### config.mk
export PLATFORM = sky130hd
export DESIGN_NAME = vector_load_unit
export DESIGN_NICKNAME = d
export VERILOG_FILES = /design/src/rtl/vector_load_unit.sv
export SDC_FILE = /design/constraint.sdc
export NUM_CORES = 1
export LEC_CHECK = 0
export CAP_MARGIN = 20
export CELL_PAD_IN_SITES_DETAIL_PLACEMENT = 0
export CELL_PAD_IN_SITES_GLOBAL_PLACEMENT = 1
export CORE_UTILIZATION = 34
export CTS_BUF_LIST = sky130_fd_sc_hd__clkbuf_4 sky130_fd_sc_hd__clkbuf_8 sky130_fd_sc_hd__clkbuf_16
export DETAILED_ROUTE_END_ITERATION = 8
export PLACE_DENSITY = 0.81
export RECOVER_POWER = 100
export SLEW_MARGIN = 20
export SYNTH_ARGS = -nofsm -noshare
export SYNTH_HDL_FRONTEND = slang
export SYNTH_SLANG_ARGS = --single-unit
export TNS_END_PERCENT = 30
### constraint.sdc
create_clock -name clk -period 1.79 [get_ports clk]
set_input_delay 0.358 -clock clk [delete_from_list [all_inputs] [get_ports clk]]
set_output_delay 0.358 -clock clk [all_outputs]
set_load 0.05 [all_outputs]
### src/rtl/vector_load_unit.sv
// Vector load unit: gathers LANES strided scalar reads from data memory into one
// packed vector, then hands it to the vector register with a one-cycle write strobe.
module vector_load_unit #(
  parameter int WIDTH  = 4,
  parameter int LANES  = 2,
  parameter int ADDR_W = 8
) (
  input  logic                        clk,
  input  logic                        rst,
  input  logic                        start,
  input  logic [ADDR_W-1:0]           base_addr,
  input  logic [ADDR_W-1:0]           stride,
  output logic                        mem_rd,
  output logic [ADDR_W-1:0]           mem_addr,
  input  logic [WIDTH-1:0]            mem_data,
  input  logic                        mem_valid,
  output logic [LANES-1:0][WIDTH-1:0] vec_data,
  output logic                        vec_we,
  output logic                        busy,
  output logic                        done
);

  localparam int LANE_W = (LANES > 1) ? $clog2(LANES) : 1;
  localparam logic [LANE_W-1:0] LAST_LANE = LANE_W'(LANES - 1);

  typedef enum logic [1:0] {IDLE, REQ, WAIT, WRITE} state_t;

  state_t            state;
  state_t            next_state;
  logic [LANE_W-1:0] lane_cnt;
  logic [ADDR_W-1:0] stride_q;
  logic              last_lane;
  logic              capture;
  logic              mem_rd_d;
  logic              vec_we_d;
  logic              busy_d;

  assign last_lane = (lane_cnt == LAST_LANE);
  assign capture   = (state == WAIT) && mem_valid;

  always_ff @(posedge clk) begin
    if (rst) state <= IDLE;
    else     state <= next_state;
  end

  always_comb begin
    next_state = state;
    unique case (state)
      IDLE:    if (start) next_state = REQ;
      REQ:     next_state = WAIT;
      WAIT:    if (mem_valid) next_state = last_lane ? WRITE : REQ;
      WRITE:   next_state = IDLE;
      default: next_state = IDLE;
    endcase
  end

  // Outputs are decoded from the upcoming state so they can be registered
  // without adding a cycle of latency.
  always_comb begin
    mem_rd_d = (next_state == REQ);
    vec_we_d = (next_state == WRITE);
    busy_d   = (next_state != IDLE);
  end

  always_ff @(posedge clk) begin
    if (rst) begin
      mem_rd <= 1'b0;
      vec_we <= 1'b0;
      done   <= 1'b0;
      busy   <= 1'b0;
    end else begin
      mem_rd <= mem_rd_d;
      vec_we <= vec_we_d;
      done   <= vec_we_d;
      busy   <= busy_d;
    end
  end

  // The address register accumulates the stride per lane, so base + lane*stride
  // wraps naturally modulo 2^ADDR_W.
  always_ff @(posedge clk) begin
    if (rst) begin
      lane_cnt <= '0;
      stride_q <= '0;
      mem_addr <= '0;
      vec_data <= '0;
    end else if (state == IDLE && start) begin
      lane_cnt <= '0;
      stride_q <= stride;
      mem_addr <= base_addr;
    end else if (capture) begin
      vec_data[lane_cnt] <= mem_data;
      if (!last_lane) begin
        lane_cnt <= lane_cnt + LANE_W'(1);
        mem_addr <= mem_addr + stride_q;
      end
    end
  end

endmodule

==> run_results.csv <==
group,metric,value,unit
worst_setup_path,worstRegToRegCells,6,
routing,num_vias,1365,
clocking,cts_root_buf,"clkbuf_8",
yosys,synth_edf_count,0,
die,die-area,0.00481,sq mm
die,start_util,35.4,%
timing,setup_viol,0,
finish,n_fill_cell,450,
die,die_x,69.4,microns
yosys,synthXorXnorAreaFrac,1.70,%
placement,portBuffers,43,
finish,fin_nets,259,
finish,diodes,0,
finish,areaGrowthSynthToFinish,32.4,%
routing,wire_per_inst,12.1,microns
global_route,grt-ovfl-total,0,
hold_path,hp-class,"reg2reg",
clocking,clockBufferDepth,2,
outcome,status,"finished clean",
worst_setup_path,critical_path.endpoint_type,"register",
clocking,clkTransAtPathRegs,0.06,ns
clocking,cts_buffers,5,
routing,drc,0,
timing,rsz0062_at_grt,"true",
finish,most-common-layout-cells,"nand2_1 (25), dfxtp_1 (25), clkdlybuf4s50_1 (21), clkbuf_1 (21), a21oi_1 (19)",
placement,post-dp-hpwl,2550,microns
yosys,synthMuxAreaShare,7.22,%
worst_setup_path,crit_type,"reg2reg",
power,p_leak,0.838,nW
placement,placed_cell_area,0.00203,sq mm
yosys,ys_ff_latch,30,
hold_path,holdPathStages,2,
routing,finalWirelength,3380,microns
die,core,0.00435,sq mm
yosys,synth_compound_area_share,16.7,%
worst_setup_path,r2r_slack,0.06,ns
worst_setup_path,path_cells,"ha_1 -> a21oi_2 -> nand2_1 -> or4_1 -> nand3_1 -> a21oi_1",
flow_run,max_cap_violations,0,
routing,via_per_inst,4.88,
timing,fin_crit_sh,96.7,%
worst_setup_path,startpoint_type,"register",
timing,fin_crit,1.73,ns
timing,finalHoldViolations,0,
timing,max_freq,578,MHz
yosys,syn_area,0.00154,sq mm
clocking,cts_setup_buffers,0,
hold_path,min_to,"stride_q[5]",
worst_setup_path,critical-path-top-delay-family,"simple AND/OR/NAND/NOR gates",
clocking,cts_tree,"yes",
yosys,synth-warning-count,0,
timing,tns,0,ns
clocking,cts_resized,0,
global_route,grt_usage,14.8,%
clocking,htreeDepth,2,
finish,seq_area,607,sq um
worst_setup_path,r2r_start,"mem_addr[5]",
power,power_density,832,mW/mm^2
timing,worst_pin_slew,0.608,ns
yosys,syn_nets,208,
worst_setup_path,crit_path_max_incr_delay,0.49,ns
finish,drive_gt1_share,13.2,%
global_route,antenna_found_initial,0,
routing,dr.pass1.iters,4,
clocking,clk_latency,0.28,ns
timing,worst_clock_skew,0.00673,ns
worst_setup_path,timing.rr.end,"mem_addr[6]",
worst_setup_path,crit_slowest_cell,"or4_1",
die,die-height,69.4,microns
yosys,ys.flop_type,"dfxtp_1",
yosys,syn_area_per_cell,8.77,sq um
finish,stdcell_area,0.00204,sq mm
yosys,ys_types,43,
yosys,synthAdderAreaFrac,6.97,%
timing,max_slew_margin,59.7,%
placement,dp_slack,-0.0315,ns
routing,drt_iter0_drc,30,
clocking,clock-sinks,30,
global_route,grt_max_degree,20,
global_route,grt_pass1_wl,5680,microns
timing,maxSlewViolCount,0,
placement,gp_congestion,0.863,
worst_setup_path,cp.required,1.95,ns
hold_path,hp-start,"stride_q[5]",
yosys,synth_top_family_by_area,"simple AND/OR/NAND/NOR gates",
power,ir_drop,0.370,mV
die,row_count,24,
worst_setup_path,critPathBufInv,0,
global_route,grt_pass1_vias,1262,
worst_setup_path,cp.arrival,1.89,ns
yosys,synth-simple-area-share,22.4,%
routing,postRouteAntennaNets,0,
timing,setup_slack,0.0595,ns
worst_setup_path,cp_max_fo,5,
yosys,synth_seq_area_share,38.9,%
clocking,hold_buffers,0,
yosys,netlist_instances,176,
die,ioPinCount,44,
yosys,synthArstFlopShare,0,%
finish,multiInputGateArea,848,sq um
-- synth_stat cells (2+ instances only) --
| cell | instances | area [sq um] |
|---|---|---|
| o211ai_1 | 2 | 15.0 |
| o2bb2ai_1 | 2 | 17.5 |
| inv_1 | 8 | 30.0 |
| buf_2 | 3 | 15.0 |
| a211oi_1 | 2 | 15.0 |
| a21oi_1 | 20 | 100 |
| nand3b_1 | 2 | 15.0 |
| nand4_1 | 2 | 12.5 |
| xnor2_1 | 2 | 17.5 |
| dfxtp_1 | 30 | 601 |
| nor2_1 | 15 | 56.3 |
| and2_1 | 2 | 12.5 |
| clkbuf_1 | 3 | 11.3 |
| mux2i_1 | 10 | 100 |
| a22oi_1 | 2 | 15.0 |
| buf_6 | 2 | 22.5 |
| nand2_1 | 25 | 93.8 |
| nand2b_1 | 2 | 12.5 |
| nand3_1 | 2 | 10.0 |
| ha_1 | 7 | 87.6 |
| and3_1 | 2 | 12.5 |
| a21o_1 | 2 | 15.0 |
| buf_4 | 2 | 15.0 |
| nor2b_1 | 3 | 18.8 |
| o21ai_0 | 6 | 30.0 |
-- stage by stage --
step                      util, %  power [mW]  cells  hold WS [ns]
after global placement       46.6        1.17    272         0.448
after floorplan                 -        1.02    176         0.440
after detailed placement     46.6        1.17    272         0.457
after global routing         46.9        1.79    280         0.480
after CTS                    48.7        1.74    280         0.465
final                        46.9        1.70    280         0.461
-- cell families (layout without fill, tap and decap cells) --
family / after synthesis / after routing
AOI/OAI and AO/OA: 42 / 42
buffers and inverters: 18 / 70
xor gates and xnor gates: 3 / 3
muxes: 11 / 11
DFF: 30 / 30
and+or+nand+nor: 64 / 64
adders and majority gates: 8 / 8
-- metal layers --
| metal | part of all wire (%) | vias up | routed length (microns) | global-route usage (%) |
|---|---|---|---|---|
| li1 | - | 712 | - | - |
| met1 | 49 | 625 | 1670 | 18.7 |
| met2 | 46 | 25 | 1560 | 23.5 |
| met3 | 3.8 | 3 | 130 | 4.36 |
| met4 | 0.89 | 0 | 30 | 6.12 |
| met5 | 0 | - | 0 | 0 |
-- final cells by class --
| cell class | count | area share (%) |
|---|---|---|
| clock buffers | 6 | 4.04 |
| clock inverters | 2 | 0.613 |
| inverters | 8 | 1.47 |
| multi-input cells | 128 | 41.5 |
| flip-flops and latches | 30 | 29.7 |
| well taps | 52 | 3.19 |
| repair buffers | 54 | 19.4 |
-- worst max path at each step --
stage                     start          end  slack (ns)  depth (start not counted)
floorplan           mem_addr[0]  mem_addr[4]       -0.06                          8
global placement          start  mem_addr[3]       -0.01                          6
detailed placement        start  mem_addr[3]       -0.03                          6
CTS                 stride_q[0]  mem_addr[4]        0.04                          8
global route        mem_addr[5]  mem_addr[6]       -0.02                          6
finish              mem_addr[5]  mem_addr[6]        0.06                          6
-- power breakdown --
group          total, mW  internal (mW)  switching (mW)
sequential         0.743          0.710          0.0334
clock              0.564          0.308           0.255
combinational      0.392          0.165           0.227
-- registers in the layout (all words and copies together) (netlist names) --
signal    flops
busy          1
done          1
lane_cnt      1
mem_addr      8
mem_rd        1
state         2
stride_q      8
vec_data      8
-- tightest hold or removal path: cells and delay by family (launching register included) --
kind	cells	cell delay, ns
simple gates	1	0.05
compound gates	1	0.05
flops	1	0.31
Power figures use the tool's default switching activity.
